==> src/rtl/cpu_pkg.sv <==
// Shared CPU definitions: datapath width, fetch constants, IF state encoding.
package cpu_pkg;
  localparam int XLEN = 32;
  localparam logic [XLEN-1:0] NOP    = 32'h0000_0000;
  localparam logic [XLEN-1:0] PC_INC = 32'd4;

  typedef enum logic [1:0] {
    BOOT  = 2'd0,
    RUN   = 2'd1,
    FAULT = 2'd2
  } if_state_t;
endpackage

==> src/rtl/if_id_reg.sv <==
// Generic pipeline register: valid bit plus instr/pc/pc4 payload.
// flush clears valid only (payload kept), hold freezes everything, load captures.
module if_id_reg
  import cpu_pkg::*;
#(
  parameter int W = XLEN
) (
  input  logic         clk,
  input  logic         rst_n,
  input  logic         load,
  input  logic         flush,
  input  logic         hold,
  input  logic [W-1:0] d_instr,
  input  logic [W-1:0] d_pc,
  input  logic [W-1:0] d_pc4,
  output logic         q_valid,
  output logic [W-1:0] q_instr,
  output logic [W-1:0] q_pc,
  output logic [W-1:0] q_pc4
);

  // Priority flush > hold > load; payload survives a flush so consumers key off valid.
  always_ff @(posedge clk or negedge rst_n) begin
    if (!rst_n) begin
      q_valid <= 1'b0;
      q_instr <= W'(NOP);
      q_pc    <= '0;
      q_pc4   <= '0;
    end else if (flush) begin
      q_valid <= 1'b0;
    end else if (!hold && load) begin
      q_valid <= 1'b1;
      q_instr <= d_instr;
      q_pc    <= d_pc;
      q_pc4   <= d_pc4;
    end
  end

endmodule

==> src/rtl/if_stage.sv <==
// Instruction fetch: PC register, BOOT/RUN/FAULT control, IF/ID capture.
// Redirect > stall > out-of-range > advance; misaligned redirect is terminal.
module if_stage
  import cpu_pkg::*;
#(
  parameter logic [31:0] RESET_PC = 32'h0000_0000,
  parameter int          IM_BYTES = 128
) (
  input  logic        clk,
  input  logic        rst_n,
  output logic [31:0] imem_addr,
  input  logic [31:0] imem_data,
  input  logic        stall,
  input  logic        redirect,
  input  logic [31:0] redirect_pc,
  output logic        if_id_valid,
  output logic [31:0] if_id_instr,
  output logic [31:0] if_id_pc,
  output logic [31:0] if_id_pc4,
  output logic        fault
);

  if_state_t   state, state_nxt;
  logic [31:0] pc, pc_nxt, pc4;
  logic        oor, misaligned;
  logic        ld, fl, hd;

  assign pc4        = pc + PC_INC;
  assign oor        = (pc >= 32'(IM_BYTES));
  assign misaligned = (redirect_pc[1:0] != 2'b00);
  assign imem_addr  = pc;
  assign fault      = (state == FAULT);

  // State register.
  always_ff @(posedge clk or negedge rst_n) begin
    if (!rst_n) state <= BOOT;
    else        state <= state_nxt;
  end

  // Next state: BOOT always moves on; only a misaligned redirect leaves RUN.
  always_comb begin
    state_nxt = state;
    case (state)
      BOOT:    state_nxt = RUN;
      RUN:     if (redirect && misaligned) state_nxt = FAULT;
      FAULT:   state_nxt = FAULT;
      default: state_nxt = BOOT;
    endcase
  end

  // Datapath control: next pc and IF/ID load/flush/hold.
  always_comb begin
    pc_nxt = pc;
    ld     = 1'b0;
    fl     = 1'b0;
    hd     = 1'b1;
    case (state)
      RUN: begin
        if (redirect) begin
          fl = 1'b1;
          hd = 1'b0;
          if (!misaligned) pc_nxt = redirect_pc;
        end else if (stall) begin
          hd = 1'b1;
        end else if (oor) begin
          fl = 1'b1;
          hd = 1'b0;
        end else begin
          ld     = 1'b1;
          hd     = 1'b0;
          pc_nxt = pc4;
        end
      end
      FAULT:   fl = 1'b1;
      default: hd = 1'b1;
    endcase
  end

  // Program counter.
  always_ff @(posedge clk or negedge rst_n) begin
    if (!rst_n) pc <= RESET_PC;
    else        pc <= pc_nxt;
  end

  if_id_reg #(.W(XLEN)) u_if_id (
    .clk     (clk),
    .rst_n   (rst_n),
    .load    (ld),
    .flush   (fl),
    .hold    (hd),
    .d_instr (imem_data),
    .d_pc    (pc),
    .d_pc4   (pc4),
    .q_valid (if_id_valid),
    .q_instr (if_id_instr),
    .q_pc    (if_id_pc),
    .q_pc4   (if_id_pc4)
  );

endmodule

==> config.mk <==
export PLATFORM = sky130hd
export DESIGN_NAME = if_stage
export DESIGN_NICKNAME = d
export VERILOG_FILES = /design/src/rtl/cpu_pkg.sv /design/src/rtl/if_id_reg.sv /design/src/rtl/if_stage.sv
export SDC_FILE = /design/constraint.sdc
export NUM_CORES = 1
export LEC_CHECK = 0
export CORE_ASPECT_RATIO = 1.75
export CORE_MARGIN = 3
export CORE_UTILIZATION = 47
export CTS_BUF_LIST = sky130_fd_sc_hd__clkbuf_8
export DETAILED_ROUTE_END_ITERATION = 10
export GPL_ROUTABILITY_DRIVEN = 0
export PLACE_DENSITY = 0.9
export SLEW_MARGIN = 20
export SYNTH_ARGS = -nofsm -noshare
export SYNTH_HDL_FRONTEND = slang
export SYNTH_SLANG_ARGS = --single-unit
==> constraint.sdc <==
create_clock -name clk -period 5.8 [get_ports clk]
set_input_delay 0.87 -clock clk [delete_from_list [all_inputs] [get_ports clk]]
set_output_delay 0.87 -clock clk [all_outputs]
set_load 0.02 [all_outputs]
-- Yosys cells after proc, flatten, opt, wreduce, memory -nomap -nowiden
Index checks and enable logic that the tools add are counted.
- bits in registers: 131
- output and inout bits: 130
- logic and storage cells: 42
- add/subtract/negate cells: 1
- $lt $le $gt $ge: 1
- equal/unequal tests: 6
- multiplexer cells: 19
- bitwise logic cells: 1
- reductions and logical operators: 8
- operators by type and width (kind ; number):
    $mux W32 ; 4
    $add A32 B3 Y32 const B ; 1
    $ge A32 B8 Y1 const B ; 1
    $mux W1 ; 12
    $ne A2 B2 Y1 const B ; 3
    $pmux W2 S3 ; 1
    $reduce_and A4 Y1 ; 1
    $reduce_bool A2 Y1 ; 2
    $eq A2 B1 Y1 const B ; 1
    $eq A2 B2 Y1 const B ; 1
    $logic_and A1 B1 Y1 ; 2
    $logic_not A2 Y1 ; 1
    $mux W2 ; 1
    $ne A2 B1 Y1 const B ; 1
    $pmux W1 S2 ; 1
    $reduce_and A2 Y1 ; 1
    $logic_not A1 Y1 ; 1
    $not A1 Y1 ; 1

-- Depth between registers and ports, before layout
Gate-level depths: netlist (run 1).
- depth in word-level cells: 8
- mapped depth: 7

-- Hierarchy
Synthesis (run 1) repeated with hierarchy kept, for this count alone.
- cell total of the unflattened synthesis: 487
- area total of the unflattened synthesis: 5934.4 um2
- modules (own cells, without submodules) (module ; instances ; cells each ; area an instance (um2) ; sequential area each (um2)):
    if_id_reg ; 1 ; 207 ; 3613.5 ; 2427.3
    if_stage ; 1 ; 280 ; 2321.0 ; 850.8

-- Least setup slack after synthesis (run 1)
OpenSTA, ideal clock, no wires.
- path kind: input port to flip-flop
- start point: in stall
- end point: reg u_if_id.q_instr[0]
- library setup time: 0.125 ns
- arrival time: 2.362 ns
- data required time: 5.675 ns
- slack: 3.313 ns
- stages: 7
- path buffers: 2
- cell sequence: nor4_1 -> nand4_1 -> nor3_4 -> nand4_2 -> buf_6 -> buf_6 -> mux2_4
- cells in the longest elaborated chain, start to end: 6
- RTL lines (what ; RTL line ; source):
    start, declared ; if_stage.sv:13 ; input logic stall,
    $mux W1 ; if_stage.sv:63 ; end else if (stall) begin
    $mux W1 ; if_stage.sv:59 ; if (redirect) begin
    $mux W1 ; if_stage.sv:57 ; case (state)
    $logic_not A1 Y1 ; if_id_reg.sv:31 ; end else if (!hold && load) begin
    $logic_and A1 B1 Y1 ; if_id_reg.sv:31 ;
    $reduce_and A2 Y1 (no line) (*) ; - ;
    end signal, assigned ; if_id_reg.sv:26 ; q_instr <= W'(NOP);
    end signal, assigned ; if_id_reg.sv:33 ; q_instr <= d_instr;
    end, declared ; if_id_reg.sv:17 ; output logic [W-1:0] q_instr,
Mark *: on every way between the ends. The rest lies on a longest branch, timed or not.
A chain may end at the register's enable or synchronous reset.

-- Worst setup path after layout (run 1)
- start point: in stall
- end point: reg u_if_id.q_instr[1]
The elaborated chain is that of the path after synthesis.

==> results.toml, run 1 <==
[setup_path]
reg2regPathDepth = 6
cp.required_ps = 6100
r2r_slack_ps = 2570
crit_fanout = 54
critPathArrivalTime_ps = 3770
cp-end-kind = "flop"
worstSetupPathType = "in2reg"
critPathLaunchType = "primary input"

[power_and_ir_drop]
pwr-share-seq_pct = 42.2
power_leakage_nw = 3.51
comb_power_share_pct = 25.3
p_sw_share_pct = 30.8
clockPowerShare_pct = 32.5
p_switching_uw = 840
powerDensity_mw_per_mm2 = 359
p_int_mw = 1.89
ir_drop_v = 0.000297

[final_layout]
post-route-util_pct = 73.0
final_cell_area_mm2 = 0.00761
drive_gt1_share_pct = 16.0
antenna_cells = 0
nNetsFinal = 642
fillers = 714
syn_to_final_growth_pct = 49.2

[synth]
synth_cell_types = 40
synth_cells = 372
synth.largest_area_cell = "dfrtp_1"
synth_top_area_share_pct = 63.3
synthFlopType = "dfrtp_1"
synth_seq_cells = 129
synthTopCellsByArea = "dfrtp_1 63%, mux2_2 7.3%, and2_1 6.5%"
synth-warning-count = 0
netlist_area_mm2 = 0.00510
async_flop_share_pct = 100
synth_edf_count = 0
synth_area_per_cell_um2 = 13.7
synth_fp_nets = 445
ys_seq_area_share_pct = 63.3

[die]
dieArea_mm2 = 0.0122
pin_count = 198
start_util_pct = 49.0
die_width_um = 84.8
fp.dieH_um = 144
core-area_mm2 = 0.0104
num_rows = 49

[grt]
first_global_vias = 4256
grt-ovfl-total = 0
grt_pass1_wl_mm = 22.4
grt_antenna_before_repair = 0
grt_max_degree = 75
track_usage_pct = 23.5

[clock_network]
cts.sink_count = 129
cts_hold_buf = 0
cts_buffers = 17
tritoncts = "done"
h-tree-depth = 4
cts_resized = 0
cts-root-buf = "clkbuf_8"
cts_buffer_depth = 2
cts_setup_buffers = 0
clkLatencyLatePin_ps = 420
clk_pin_slew_ps = 70

[sta]
timing.final.ws_setup_ps = 2330
min_period_ps = 3470
fmax_mhz = 288
setup_tns_ps = 0
tightest_slew_ps = 1030
relSlewSlack_pct = 31.6
final_hold_viol_count = 0
final_max_slew_viol_count = 0
fin_crit_sh_pct = 59.8
setup_viol = 0
finalClockSkew_ps = 13.4
rsz0062_at_grt = "no"
hold_ws_ps = 485

[flow_run]
drv_cap = 0

[hold_path]
hold_depth = 1
hold_class = "reg2reg"

[detailed_routing]
drcViolationCount = 0
first_pass_iters = 4
wl_mm = 13.8
dr.first_iter.drc_count = 282
vias_per_cell = 5.38
ant_nets = 0
vias = 3817
wl_per_cell_um = 19.5

[place]
placed_area_mm2 = 0.00714
port_buffers = 197
dpl.hpwl_mm = 10.1
dp_worst_setup_slack_ps = 1910

[status]
outcome = "finished clean"
[sequential cells by signal, indices dropped and copies added, names as in the netlist]
register and cells:
u_if_id.q_pc4 32, imem_addr 32, u_if_id.q_instr 32, u_if_id.q_valid 1, u_if_id.q_pc 30, state 2
[synthesized netlist by cell type, types with 4 or more instances]
cell type / instances
a21oi_1: 7
a22o_1: 9
and2_1: 53
buf_4: 4
clkbuf_1: 13
dfrtp_1: 129
ha_1: 5
inv_1: 8
mux2_2: 33
mux2_4: 20
nand2_1: 12
nand3_1: 5
nand4_1: 5
nor2_1: 11
nor4_1: 7
o21ai_0: 6
o22a_1: 4
o22ai_1: 5
[power groups by stage]
stage          logic (mW)  registers, mW  clock network (mW)
2_1_floorplan       0.226           1.25                   0
3_3_place_gp        0.666           1.16                   0
3_5_place_dp        0.687           1.17                   0
4_1_cts             0.695           1.15               0.904
5_1_grt             0.737           1.17               0.943
6_report            0.690           1.15               0.888
[routing by layer]
layer | wire [um] | track usage (%)
met5 | 0 | 0
met1 | 4740 | 25.9
met2 | 7710 | 41.3
met4 | 472 | 11.4
met3 | 904 | 6.83
[cells in the final DEF (no fill, tap or decap), types with 2 or more instances in the layout]
| master | count |
|---|---|
| a32oi_1 | 2 |
| dfrtp_1 | 129 |
| nor4_1 | 7 |
| and4_1 | 2 |
| clkinv_4 | 4 |
| mux2_2 | 33 |
| o22a_1 | 4 |
| xor2_1 | 2 |
| and2_1 | 53 |
| bufinv_16 | 5 |
| nand2_1 | 12 |
| mux2_4 | 20 |
| o22ai_1 | 5 |
| a22o_1 | 9 |
| buf_4 | 4 |
| a311oi_1 | 2 |
| nor2_1 | 10 |
| or3_1 | 3 |
| o21ai_0 | 6 |
| clkinv_2 | 2 |
| nand4_1 | 5 |
| nor3_1 | 3 |
| a21oi_1 | 7 |
| a211oi_1 | 2 |
| clkdlybuf4s50_1 | 196 |
| clkbuf_8 | 19 |
| xnor2_1 | 2 |
| ha_1 | 5 |
| and3_1 | 2 |
| inv_1 | 9 |
| nand3_1 | 5 |
[worst max-delay path, stage by stage]
cell	delay (ps)
clkdlybuf4s50_1	430
nor4_1	200
nand4_1	290
nor3_4	510
nand4_4	540
buf_4	540
mux2_4	370
[final cells by class]
| type | instances | area [um2] | share of cell area (%) |
|---|---|---|---|
| Clock buffer | 19 | 262 | 3.44 |
| Multi-Input combinational cell | 213 | 1730 | 22.8 |
| Tap cell | 127 | 159 | 2.09 |
| Clock inverter | 13 | 208 | 2.73 |
| Sequential cell | 129 | 3230 | 42.4 |
| Inverter | 8 | 30.0 | 0.394 |
| Timing Repair Buffer | 200 | 1990 | 26.2 |
[logic make-up after synthesis]
family	after synthesis	synth area share [%]
flip-flops	129	63.3
AND/OR/NAND/NOR	107	12.4
multiplexers	53	13.2
AO/OA/AOI/OAI	44	6.33
buffers and inverters	30	2.99
adder cells (fa/ha/maj)	5	1.23
XOR/XNOR	4	0.687
[path summary, 6_finish.rpt]
kind,start,to
max,stall,u_if_id.q_instr[1]
min,u_if_id.q_pc[19],u_if_id.q_pc[19]
max reg2reg,imem_addr[11],u_if_id.q_instr[1]
min reg2reg,u_if_id.q_pc[19],u_if_id.q_pc[19]
max in group asynchronous,rst_n,imem_addr[2]
min in group asynchronous,rst_n,u_if_id.q_pc[29]
[through the flow]
stage / power (mW) / instances
finish: 2.73 / 709
CTS: 2.75 / 709
global placement: 1.82 / 677
global route: 2.85 / 709
detailed placement: 1.85 / 677
floorplan: 1.48 / 372
Power figures use the tool's default switching activity.
==> run 2, diff against run 1 <==
--- a/config.mk
+++ b/config.mk
@@ -7,11 +7,11 @@
 export LEC_CHECK = 0
 export CORE_ASPECT_RATIO = 1.75
 export CORE_MARGIN = 3
-export CORE_UTILIZATION = 47
+export CORE_UTILIZATION = 45
 export CTS_BUF_LIST = sky130_fd_sc_hd__clkbuf_8
 export DETAILED_ROUTE_END_ITERATION = 10
 export GPL_ROUTABILITY_DRIVEN = 0
-export PLACE_DENSITY = 0.9
+export PLACE_DENSITY = 0.87
 export SLEW_MARGIN = 20
 export SYNTH_ARGS = -nofsm -noshare
 export SYNTH_HDL_FRONTEND = slang
==> constraint.sdc (replaced) <==
create_clock -name clk -period 3.3 [get_ports clk]
set_input_delay 0.495 -clock clk [delete_from_list [all_inputs] [get_ports clk]]
set_output_delay 0.495 -clock clk [all_outputs]
set_load 0.02 [all_outputs]
==> run 2 against run 1 <==
Effect of this change:
- die area grew 4.2%
- highest routed layer unchanged
- design area grew 0.35%
- first-iteration DRC count shrank 35%
- routed wire length shrank 4.0%
- critical path type is now reg2reg
- non-clock buffer count grew 5
- largest power group unchanged
==> results.toml, run 2 (synthesis gave the netlist of run 1 again) <==
[clock_network]
cts_buffer_depth = 2
cts.sink_count = 129
clkLatencyLatePin_ps = 420
cts-root-buf = "clkbuf_8"
clk_pin_slew_ps = 80
cts_hold_buf = 0
h-tree-depth = 4
cts_buffers = 17
tritoncts = "done"
cts_setup_buffers = 0
cts_resized = 0

[setup_path]
reg2regPathDepth = 6
crit_start = "imem_addr[11]"
cp.required_ps = 3590
r2r-end = "u_if_id.q_pc4[3]"
endpoint = "u_if_id.q_pc4[3]"
critPathLaunchType = "flop"
r2r-start = "imem_addr[11]"
crit_fanout = 12
cp-end-kind = "flop"
worstSetupPathType = "reg2reg"
r2r_slack_ps = 810
critPathArrivalTime_ps = 2790

[final_layout]
fillers = 795
nNetsFinal = 647
final_common_cell = "clkdlybuf4s50_1"
antenna_cells = 0
final_cells = 716
drive_gt1_share_pct = 16.7
final_cell_mix = "196 x clkdlybuf4s50_1, 129 x dfrtp_1, 53 x and2_1, 33 x mux2_2, 20 x mux2_4"
syn_to_final_growth_pct = 49.7

[detailed_routing]
dr_wl_met3_um = 799
vias_per_cell = 5.23
met1Wirelength_mm = 4.66
dr.first_iter.drc_count = 184
wl_per_cell_um = 18.5
met2WireLength_mm = 7.36
vias = 3748
drcViolationCount = 0
first_pass_iters = 4
ant_nets = 0
wl_mm = 13.3
highest_layer = "met4"

[die]
dieArea_mm2 = 0.0127
fp.dieH_um = 147
die_width_um = 86.5
num_rows = 50
core-area_mm2 = 0.0109
pin_count = 198
start_util_pct = 46.9

[sta]
final_hold_viol_count = 0
relSlewSlack_pct = 47.7
finalClockSkew_ps = 13.5
final_max_slew_viol_count = 0
setup_tns_ps = 0
setup_viol = 0
min_period_ps = 2490
fin_crit_sh_pct = 75.5
tightest_slew_ps = 785
fmax_mhz = 401
rsz0062_at_grt = "no"

[place]
dp.cells = 685
port_buffers = 197
dpl.hpwl_mm = 9.94

[grt]
grt_max_degree = 68
grt_pass1_wl_mm = 21.3
grt_antenna_before_repair = 0
grt-ovfl-total = 0
first_global_vias = 4037
track_usage_pct = 21.7

[power_and_ir_drop]
ir_drop_v = 0.000559
power_leakage_nw = 3.52
powerDensity_mw_per_mm2 = 606
finalPower_mw = 4.63

[hold_path]
hold_class = "in2async"

[status]
outcome = "finished clean"

[flow_run]
drv_cap = 0
run 2: metrics by stage:
stage / worst slack, ps / area [um2] / utilization [%] / hold slack, ps
detailed placement: 485 / 7220 / 66.3 / 470
floorplan: 1090 / 5100 / - / 199
CTS: 781 / 7640 / 70.2 / 158
global route: 737 / 7640 / 70.2 / 192
finish: 807 / 7640 / 70.2 / 153
global placement: 567 / 7220 / 66.3 / 467
run 2: worst min-delay path by stage:
stage	endpoint	depth (start not counted)	slack, ps
floorplan	imem_addr[0]	0	200
global placement	u_if_id.q_pc4[25]	1	470
detailed placement	u_if_id.q_pc4[14]	1	470
CTS	u_if_id.q_instr[14]	1	160
global route	u_if_id.q_pc[20]	1	190
finish	u_if_id.q_pc[13]	1	150
run 2: layer usage:
metal  up-vias  global-route usage [%]
li1       1706                       -
met1      1850                    24.2
met2       158                    38.0
met3        34                    4.66
met4         0                    11.0
met5         -                       0
run 2: worst max-delay path, stage by stage (launching register included):
cell     delay (ps)
dfrtp_1         420
nor4_1          370
nand4_1         270
nor3_4          300
nand4_4         340
buf_4           350
mux2_4          310
run 2: power by group:
part / internal (mW) / switching [mW] / total (mW)
Combinational: 0.610 / 0.601 / 1.21
Sequential: 1.78 / 0.243 / 2.02
Clock: 0.788 / 0.614 / 1.40
run 2: cell type report:
cell class	instances	area [um2]	area share, %
Inverter	8	30.0	0.393
Clock inverter	12	155	2.03
Sequential cell	129	3230	42.3
Tap cell	130	163	2.13
Timing Repair Buffer	205	2070	27.1
Clock buffer	19	262	3.42
Multi-Input combinational cell	213	1730	22.7
==> run 3, diff against run 2 <==
--- a/config.mk
+++ b/config.mk
@@ -7,11 +7,11 @@
 export LEC_CHECK = 0
 export CORE_ASPECT_RATIO = 1.75
 export CORE_MARGIN = 3
-export CORE_UTILIZATION = 45
+export CORE_UTILIZATION = 41
 export CTS_BUF_LIST = sky130_fd_sc_hd__clkbuf_8
 export DETAILED_ROUTE_END_ITERATION = 10
 export GPL_ROUTABILITY_DRIVEN = 0
-export PLACE_DENSITY = 0.87
+export PLACE_DENSITY = 0.84
 export SLEW_MARGIN = 20
 export SYNTH_ARGS = -nofsm -noshare
 export SYNTH_HDL_FRONTEND = slang
==> constraint.sdc (replaced) <==
create_clock -name clk -period 2.1 [get_ports clk]
set_input_delay 0.315 -clock clk [delete_from_list [all_inputs] [get_ports clk]]
set_output_delay 0.315 -clock clk [all_outputs]
set_load 0.02 [all_outputs]
==> run 3 against run 2 <==
Effect of this change:
- the flow now finishes with violations (negative hold slack)
- final cell count increased by 8.4%
- global-route usage shrank 1.1 points
- die area grew 9.2%
- setup slack got worse by 770 ps
- fmax grew 21%
- worst hold slack worse by 220 ps
- design area up 3.7%
- clock power is 50% higher
- combinational power rose by 82%
- critical path type unchanged
- critical endpoint is now u_if_id.q_instr[0]
- largest power group unchanged
- highest routed layer unchanged
==> results.toml, run 3 (synthesis gave the netlist of run 1 again) <==
[setup_path]
slowest_stage = "or4_4"
crit_fanout = 34
cpPeakStageDelay_ps = 590
reg2regPathDepth = 5
critPathArrivalTime_ps = 2380
cp-end-kind = "flop"
cp.required_ps = 2410
worstPathCellList = "or4_4 > nor3_4 > nand4_4 > buf_12 > mux2_4"
r2r-end = "u_if_id.q_instr[0]"
r2r_slack_ps = 40
worstSetupPathType = "reg2reg"
r2r-start = "imem_addr[28]"
critPathLaunchType = "flop"

[clock_network]
cts_buffer_depth = 2
cts_buffers = 17
cts.sink_count = 129
h-tree-depth = 4
cts-root-buf = "clkbuf_8"
tritoncts = "done"
clkLatencyLatePin_ps = 440
clk_pin_slew_ps = 80

[grt]
grt_antenna_before_repair = 0
grt_max_degree = 130
track_usage_pct = 20.5
grt-ovfl-total = 0
grt_pass1_wl_mm = 22.3
first_global_vias = 4264

[detailed_routing]
first_pass_iters = 4
dr.first_iter.drc_count = 173
drcViolationCount = 0
wl_mm = 13.8
wl_per_cell_um = 17.8
vias = 3877
ant_nets = 0
vias_per_cell = 5.00

[power_and_ir_drop]
powerDensity_mw_per_mm2 = 937
ir_drop_v = 0.000882
power_leakage_nw = 3.66
finalPower_mw = 7.42

[final_layout]
antenna_cells = 0
final_cell_mix = "195 x clkdlybuf4s50_1, 123 x dfrtp_1, 45 x and2_1, 33 x mux2_2, 26 x buf_4"
fillers = 936
nNetsFinal = 671
multiInputGateArea_mm2 = 0.00177
seqCellArea_mm2 = 0.00324
syn_to_final_growth_pct = 55.2
drive_gt1_share_pct = 22.6
final_common_cell = "clkdlybuf4s50_1"

[die]
start_util_pct = 42.3
core-area_mm2 = 0.0121
dieArea_mm2 = 0.0139
fp.dieH_um = 154
pin_count = 198
die_width_um = 90.3
num_rows = 53

[hold_path]
hold_class = "in2async"

[status]
outcome = "complete, but fails checks"
violations = "negative hold slack"

[place]
dpl.hpwl_mm = 10.2
port_buffers = 197

[sta]
rsz0062_at_grt = "yes"
hold_ws_ps = -65.1
setup_viol = 0
finalClockSkew_ps = 13.6
final_max_slew_viol_count = 0
relSlewSlack_pct = 52.4
tightest_slew_ps = 713
fmax_mhz = 484
final_hold_viol_count = 22
fin_crit_sh_pct = 98.3
setup_tns_ps = 0
min_period_ps = 2060

[flow_run]
drv_cap = 0
run 3: layer usage:
layer	routed length (um)	part of all wire, %	up-vias	track usage (%)
li1	-	-	1752	-
met4	497	3.6	0	9.13
met5	0	0	-	0
met2	7810	56	157	37.8
met3	706	5.1	33	6.02
met1	4830	35	1935	21.4
run 3: how the worst max path moves through the flow:
stage / startpoint / endpoint / slack, ps / cells after the start
after floorplan: imem_addr[28] / u_if_id.q_instr[0] / -90 / 6
after global placement: stall / u_if_id.q_instr[17] / -140 / 7
after detailed placement: stall / u_if_id.q_instr[13] / -140 / 7
after CTS: imem_addr[11] / u_if_id.q_instr[11] / 30 / 6
after global routing: imem_addr[28] / u_if_id.q_instr[0] / -30 / 5
final: imem_addr[28] / u_if_id.q_instr[0] / 40 / 5
run 3: per-stage QoR:
step           setup WS, ps  util (%)  cells  cell area [um2]
2_1_floorplan         -85.2         -    372             5110
3_3_place_gp           -135      62.1    744             7490
3_5_place_dp           -141      62.1    744             7490
4_1_cts                33.4      65.4    776             7890
5_1_grt               -25.9      65.6    776             7920
6_report               36.0      65.6    776             7920
run 3: layout make-up:
type / instances / area share [%]
clock inverters: 15 / 1.97
inverters: 8 / 0.379
well taps: 165 / 2.61
flip-flops and latches: 129 / 40.9
repair buffers: 229 / 28.9
multi-input cells: 213 / 22.3
clock buffers: 17 / 2.95
run 3: worst max-delay path: cells and delay by family, from the launching register on:
family / cells / cell delay (ps)
DFF: 1 / 400
muxes: 1 / 320
buffers and inverters: 1 / 220
and+or+nand+nor: 3 / 990
run 3: report_power, final:
group	internal, mW	switching (mW)
Clock	1.07	1.03
Sequential	2.80	0.317
Combinational	1.13	1.07
run 3: repair_timing:
| item | 4_1_cts | 5_1_grt |
|---|---|---|
| setup endpoints to repair | 93 | 96 |
| hold buffers | 0 | 0 |
| pin swaps | 0 | 2 |
| setup buffers | 0 | 0 |
| resized for setup | 1 | 11 |
